==> config.mk <==
export PLATFORM = sky130hd
export DESIGN_NAME = vga_mem_arbiter
export DESIGN_NICKNAME = d
export VERILOG_FILES = /design/src/rtl/vga_mem_arbiter.sv
export SDC_FILE = /design/constraint.sdc
export NUM_CORES = 1
export LEC_CHECK = 0
export BUFFER_PORTS_ARGS = -buffer_cell sky130_fd_sc_hd__buf_2
export CAP_MARGIN = 10
export CORE_MARGIN = 1
export CORE_UTILIZATION = 42
export CTS_BUF_LIST = sky130_fd_sc_hd__clkbuf_4
export DETAILED_ROUTE_END_ITERATION = 10
export PLACE_DENSITY = 0.91
export SETUP_SLACK_MARGIN = 0.15
export SLEW_MARGIN = 25
export SYNTH_ARGS = -nofsm -noshare
export SYNTH_HDL_FRONTEND = slang
export SYNTH_SLANG_ARGS = --single-unit
==> constraint.sdc <==
create_clock -name clk -period 1.05 [get_ports clk]
set_input_delay 0.1575 -clock clk [delete_from_list [all_inputs] [get_ports clk]]
set_output_delay 0.1575 -clock clk [all_outputs]
set_load 0.1 [all_outputs]
==> src/rtl/vga_mem_arbiter.sv <==
// -----------------------------------------------------------------------------
// vga_mem_arbiter
//
// Shares one single-port pixel memory between the display fetch path and the
// drawing engine. During active video the display fetch wins. During blanking
// (hblnk | vblnk) the drawing engine wins. A lone requester is always granted,
// whatever the window.
//
// Each accepted request is registered into a memory command one cycle after
// the grant. Read data from the memory arrives one cycle after that. It is
// steered back to the requester that issued the read, using a delayed owner
// tag. Draw writes return nothing.
//
// Optional feature (macro VGA_ARB_STARVE_GUARD_EN):
//   An 8-bit starvation counter tracks how long the drawing engine has been
//   blocked. When the counter reaches MAX_WAIT, the next draw request is
//   granted over the display, even during active video. The FSM state is then
//   FORCE. The default build has no counter and no FORCE state.
//
// Parameters:
//   ADDR_W    memory address width
//   DATA_W    pixel word width (RGB 4:4:4)
//   MAX_WAIT  starvation limit in cycles (guard only), legal range 2..255
//
// Ports:
//   clk, rst                       clock, asynchronous active-low reset
//   hblnk, vblnk                   blanking flags from the timing controller
//   disp_req/addr/gnt              display read request, address, accept
//   disp_rdata/rvalid              display read data return
//   drw_req/we/addr/wdata/gnt      draw request (read or write), accept
//   drw_rdata/rvalid               draw read data return
//   mem_en/we/addr/wdata           registered memory command
//   mem_rdata                      memory read data (1 cycle after mem_en)
// -----------------------------------------------------------------------------
module vga_mem_arbiter #(
  parameter int ADDR_W   = 19,
  parameter int DATA_W   = 12,
  parameter int MAX_WAIT = 16
) (
  input  logic              clk,
  input  logic              rst,
  input  logic              hblnk,
  input  logic              vblnk,
  input  logic              disp_req,
  input  logic [ADDR_W-1:0] disp_addr,
  output logic              disp_gnt,
  output logic [DATA_W-1:0] disp_rdata,
  output logic              disp_rvalid,
  input  logic              drw_req,
  input  logic              drw_we,
  input  logic [ADDR_W-1:0] drw_addr,
  input  logic [DATA_W-1:0] drw_wdata,
  output logic              drw_gnt,
  output logic [DATA_W-1:0] drw_rdata,
  output logic              drw_rvalid,
  output logic              mem_en,
  output logic              mem_we,
  output logic [ADDR_W-1:0] mem_addr,
  output logic [DATA_W-1:0] mem_wdata,
  input  logic [DATA_W-1:0] mem_rdata
);

  if (MAX_WAIT < 2 || MAX_WAIT > 255) begin : g_bad_max_wait
    $error("vga_mem_arbiter: MAX_WAIT must be in 2..255");
  end

  // The state names the owner of the memory command being issued this cycle.
  typedef enum logic [1:0] {
    IDLE  = 2'd0,
    DISP  = 2'd1,
    DRAW  = 2'd2
`ifdef VGA_ARB_STARVE_GUARD_EN
    ,
    FORCE = 2'd3
`endif
  } state_t;

  state_t state;

  logic blank;
  logic force_drw;
  logic drw_win;
  logic drw_owner;

  assign blank = hblnk | vblnk;

`ifdef VGA_ARB_STARVE_GUARD_EN
  localparam logic [7:0] MAX_WAIT_C = 8'(MAX_WAIT);

  logic [7:0] starve_cnt;

  // The guard only overrides when the display would otherwise win.
  // Outside that case the draw grant is an ordinary DRAW.
  assign force_drw = (starve_cnt == MAX_WAIT_C) & drw_req & disp_req & ~blank;
  assign drw_owner = (state == DRAW) || (state == FORCE);

  always_ff @(posedge clk or negedge rst) begin
    if (!rst) begin
      starve_cnt <= '0;
    end else if (drw_gnt) begin
      starve_cnt <= '0;
    end else if (drw_req) begin
      starve_cnt <= starve_cnt + 8'd1;
    end
  end
`else
  assign force_drw = 1'b0;
  assign drw_owner = (state == DRAW);
`endif

  // Draw wins in blanking, when it is alone, or when the guard fires.
  // Otherwise the display takes the slot.
  // NOTE: grants are combinational, so they are gated with rst directly.
  // This keeps every output at 0 while reset is held, even with requests present.
  assign drw_win  = drw_req & (blank | ~disp_req | force_drw);
  assign drw_gnt  = rst & drw_win;
  assign disp_gnt = rst & disp_req & ~drw_win;

  // The command is live exactly when a grant was given last cycle.
  assign mem_en = (state != IDLE);

  // Read data is presented only during the matching valid pulse.
  assign disp_rdata = disp_rvalid ? mem_rdata : '0;
  assign drw_rdata  = drw_rvalid  ? mem_rdata : '0;

  // NOTE: all sequential state uses non-blocking assignments. Each register
  // then samples the values from before the edge, whatever the statement order.
  always_ff @(posedge clk or negedge rst) begin
    if (!rst) begin
      state       <= IDLE;
      mem_we      <= 1'b0;
      mem_addr    <= '0;
      mem_wdata   <= '0;
      disp_rvalid <= 1'b0;
      drw_rvalid  <= 1'b0;
    end else begin
      // The return tag is the current owner plus "is a read". It is delayed
      // by one register so it lines up with mem_rdata. Display commands are
      // always reads.
      disp_rvalid <= (state == DISP);
      drw_rvalid  <= drw_owner & ~mem_we;

      if (disp_gnt) begin
        state    <= DISP;
        mem_we   <= 1'b0;
        mem_addr <= disp_addr;
      end else if (drw_gnt) begin
`ifdef VGA_ARB_STARVE_GUARD_EN
        state     <= force_drw ? FORCE : DRAW;
`else
        state     <= DRAW;
`endif
        mem_we    <= drw_we;
        mem_addr  <= drw_addr;
        mem_wdata <= drw_wdata;
      end else begin
        // The address and write data hold their last values while idle.
        state  <= IDLE;
        mem_we <= 1'b0;
      end
    end
  end

endmodule
==> results.py, run 1 <==
metrics = {
    "status": {
        "outcome": "stopped before the end",
        "haltStage": "clock tree synthesis (4_1_cts)",
        "tool.error": "[ERROR DPL-0033] detailed placement checks failed during check placement.",
    },
    "synthesis": {
        "synth_top_area_share": 0.509,
        "synth_edf_count": 0,
        "synth_top_area_cell": "dfrtp_1",
        "synth_cell_types": 22,
        "synth_most_common_cell": "dfrtp_1",
        "synth_cells": 175,
        "synth_seq_cells": 36,
        "yosysSeqAreaShare": 0.509,
        "synth_top_cells_by_count": "dfrtp_1, and2_1, nor2_1",
        "avgSynthCellArea_sq_um": 10.1,
        "syn_nets": 244,
        "synth.cell_area_sq_um": 1770,
        "netlist_top_cells_area": "dfrtp_1, and2_1, mux2_4",
        "postSynth.asyncResetShare": 1.00,
        "yosysWarnings": 0,
        "synth_ff_type": "dfrtp_1",
    },
    "clock_network": {
        "post_cts_resized": 27,
        "clockRootBuffer": "clkbuf_4",
        "cts_buffers": 5,
        "cts.sinks": 36,
        "postCtsSetupRepairBufs": 14,
        "clk_path_buf_depth": 2,
        "cts_htree_levels": 2,
    },
    "floorplan": {
        "die_h_um": 66.9,
        "num_rows": 23,
        "die_w_um": 66.9,
        "ioPinCount": 130,
        "start_util": 0.439,
    },
    "place": {
        "numPortBuffers": 129,
        "dp_hpwl_um": 5430,
        "dp.cells": 358,
        "place_congestion": 0.861,
        "dpl-instance-area_sq_um": 3660,
    },
}
-- cell families after synthesis --
| group | share of synthesized area |
|---|---|
| AND/OR/NAND/NOR | 0.202 |
| AO/OA/AOI/OAI | 0.156 |
| flip-flops | 0.509 |
| buffers and inverters | 0.0389 |
| multiplexers | 0.0934 |
-- per-stage QoR --
step                setup slack (ns)  TNS [ns]
global placement              -0.162     -2.77
floorplan                     -0.259     -7.09
detailed placement            -0.210     -5.04
==> run 2: changes to the inputs <==
--- a/config.mk
+++ b/config.mk
@@ -8,11 +8,9 @@
 export BUFFER_PORTS_ARGS = -buffer_cell sky130_fd_sc_hd__buf_2
 export CAP_MARGIN = 10
 export CORE_MARGIN = 1
-export CORE_UTILIZATION = 42
-export CTS_BUF_LIST = sky130_fd_sc_hd__clkbuf_4
+export CORE_UTILIZATION = 40
 export DETAILED_ROUTE_END_ITERATION = 10
-export PLACE_DENSITY = 0.91
-export SETUP_SLACK_MARGIN = 0.15
+export PLACE_DENSITY_LB_ADDON = 0.15
 export SLEW_MARGIN = 25
 export SYNTH_ARGS = -nofsm -noshare
 export SYNTH_HDL_FRONTEND = slang
==> results.py, run 2 <==
metrics = {
    "final_layout": {
        "antenna-diode-count": 0,
        "area.growth.synth_to_final_pct": 115,
        "largest_reg_flops": 19,
        "nets": 397,
        "largestRegisters": "mem_addr x19, mem_wdata x12, state x2",
        "largest_register": "mem_addr",
        "most-common-layout-cells": "buf_2, buf_12, dfrtp_2",
        "final_common_cell": "buf_2",
        "drive_gt1_frac": 0.736,
    },
    "drt": {
        "wire_per_inst_um": 19.4,
        "dr_total_vias": 2122,
        "drc": 0,
        "first_iter_violations": 256,
        "first_pass_iters": 5,
        "routed_wl_um": 7360,
        "ant_nets": 0,
        "viasPerCell": 5.60,
    },
    "floorplan": {
        "ioPinCount": 130,
        "die_h_um": 68.5,
        "coreArea_sq_um": 4120,
        "dieArea_sq_um": 4690,
        "num_rows": 23,
        "die_w_um": 68.5,
        "start_util": 0.430,
    },
    "synthesis": {
        "synth_xor_area_frac": 0,
        "syn_nets": 244,
        "postSynth.asyncResetShare": 1.00,
        "synth_most_common_cell": "dfrtp_1",
        "synth_cell_types": 22,
        "synth-simple-area-share": 0.202,
        "synth_fa_ha_area_frac": 0,
        "synth_ff_type": "dfrtp_1",
        "synth.cell_area_sq_um": 1770,
        "netlist_top_cells_area": "dfrtp_1, and2_1, mux2_4",
        "yosysWarnings": 0,
        "synth_edf_count": 0,
        "synth_seq_cells": 36,
        "synth_top_area_cell": "dfrtp_1",
        "synth_mux_area_frac": 0.0934,
        "synth_top_cells_by_count": "dfrtp_1, and2_1, nor2_1",
        "synth_compound_area_frac": 0.156,
        "synth_top_family_by_area": "simple AND/OR/NAND/NOR gates",
        "synth_top_area_share": 0.509,
        "synth_cells": 175,
        "avgSynthCellArea_sq_um": 10.1,
        "yosysSeqAreaShare": 0.509,
    },
    "status": {
        "outcome": "finished with violations",
        "violations": "negative hold slack, negative setup slack",
    },
    "worst_hold_path": {
        "min_path_type": "in -> async",
    },
    "clock_network": {
        "cts_tree": "built",
        "cts.sinks": 36,
        "clk_path_buf_depth": 2,
        "cts_buffers": 5,
        "path_clk_slew_ns": 0.08,
        "cts_htree_levels": 2,
        "clockRootBuffer": "clkbuf_8",
        "insertion_delay_ns": 0.29,
    },
    "critical_path": {
        "worst_setup_path_end_kind": "output port",
        "rr_worst_depth": 3,
        "required_ns": 0.89,
        "arrival_ns": 1.26,
        "r2r_slack_ns": 0.06,
        "crit_fanout": 13,
        "r2r-start": "state[0]$_DFF_PN0_",
        "cp-start-kind": "flip-flop",
        "worstReg2RegEnd": "drw_rvalid$_DFF_PN0_",
        "criticalPathCategory": "reg -> out",
    },
    "global_route": {
        "grt_overflow": 0,
        "grt_util_all_layers": 0.321,
        "grt_max_degree": 38,
        "grt_pass1_vias": 2056,
        "antenna_found_initial": 0,
        "grt_pass1_wl_um": 10600,
    },
    "pwr": {
        "finalPower_mw": 6.35,
        "p_leak_nw": 1.73,
        "powerDensity_nw_per_um2": 1670,
        "ir_drop_v": 0.00175,
    },
    "timing": {
        "fmax_ghz": 0.707,
        "max_slew.worst_pin.slew_ns": 0.653,
        "period_share": 1.35,
        "setup_ws_ns": -0.364,
        "max_slew_margin": 0.563,
        "hold_ws_ns": -0.0507,
        "rsz0062_at_grt": "true",
        "min_period_ns": 1.41,
        "clock_skew_ns": 0.00885,
        "hold_viol_final": 23,
        "setup_tns_ns": -9.03,
        "final_max_slew_viol_count": 0,
        "setup_viol": 63,
    },
    "place": {
        "pre_cts_slack_ns": -0.205,
        "place_congestion": 0.801,
        "dp_hpwl_um": 4980,
        "numPortBuffers": 129,
    },
    "flow_run": {
        "max_cap_viol_count": 0,
    },
}
[run 2: cell counts after synthesis]
Identical to the previous run, type by type.
[run 2: how the worst max path moves through the flow]
stage | from | to | slack (ns)
floorplan | drw_rvalid$_DFF_PN0_ | drw_rdata[10] | -0.26
global placement | vblnk | mem_wdata[4]$_DFFE_PN0P_ | -0.16
detailed placement | vblnk | mem_wdata[3]$_DFFE_PN0P_ | -0.20
CTS | drw_rvalid$_DFF_PN0_ | drw_rdata[6] | -0.33
global route | drw_rvalid$_DFF_PN0_ | drw_rdata[5] | -0.39
finish | drw_rvalid$_DFF_PN0_ | drw_rdata[5] | -0.36
[run 2: timing repair]
item,4_1_cts,5_1_grt
endpoints found under the hold margin,36,36
hold buffers,1,1
resized for setup,5,6
endpoints found under the setup margin,60,74
buffers inserted,9,3
pin swaps,3,1
[run 2: metrics by stage]
stage / utilization / std cells / area, sq um
floorplan: - / 175 / 1930
global placement: 0.874 / 359 / 3600
detailed placement: 0.874 / 359 / 3600
CTS: 0.917 / 376 / 3770
global route: 0.926 / 379 / 3810
finish: 0.926 / 379 / 3810
[run 2: layout make-up]
class                      count  area, sq um
multi-input combinational    125          875
timing repair buffer         159         1830
clock buffer                   6         82.6
inverter                       1         3.75
tap                           50         62.6
sequential                    36          948
fill                         137          303
clock inverter                 2         13.8
[run 2: layer usage]
layer,global-route usage,part of all wire
met1,0.361,0.36
met2,0.561,0.50
met3,0.102,0.11
met4,0.122,0.029
met5,0,0
[run 2: critical path, stage by stage (launching register included)]
cell and delay [ns]:
dfrtp_4 0.58, and2_4 0.21, buf_12 0.16
[run 2: cells by family (layout without fill, tap and decap cells)]
logic type | after synthesis | count (layout)
AND/OR/NAND/NOR | 69 | 69
multiplexers | 12 | 12
buffers and inverters | 14 | 168
flip-flops | 36 | 36
AO/OA/AOI/OAI | 44 | 44
[run 2: power by group]
group / internal (mW) / leakage [nW] / switching, mW
clock: 0.537 / 0.0516 / 0.541
sequential: 1.61 / 0.386 / 0.232
combinational: 1.29 / 1.29 / 2.14
Note: power is estimated with default switching activity, not from simulation.
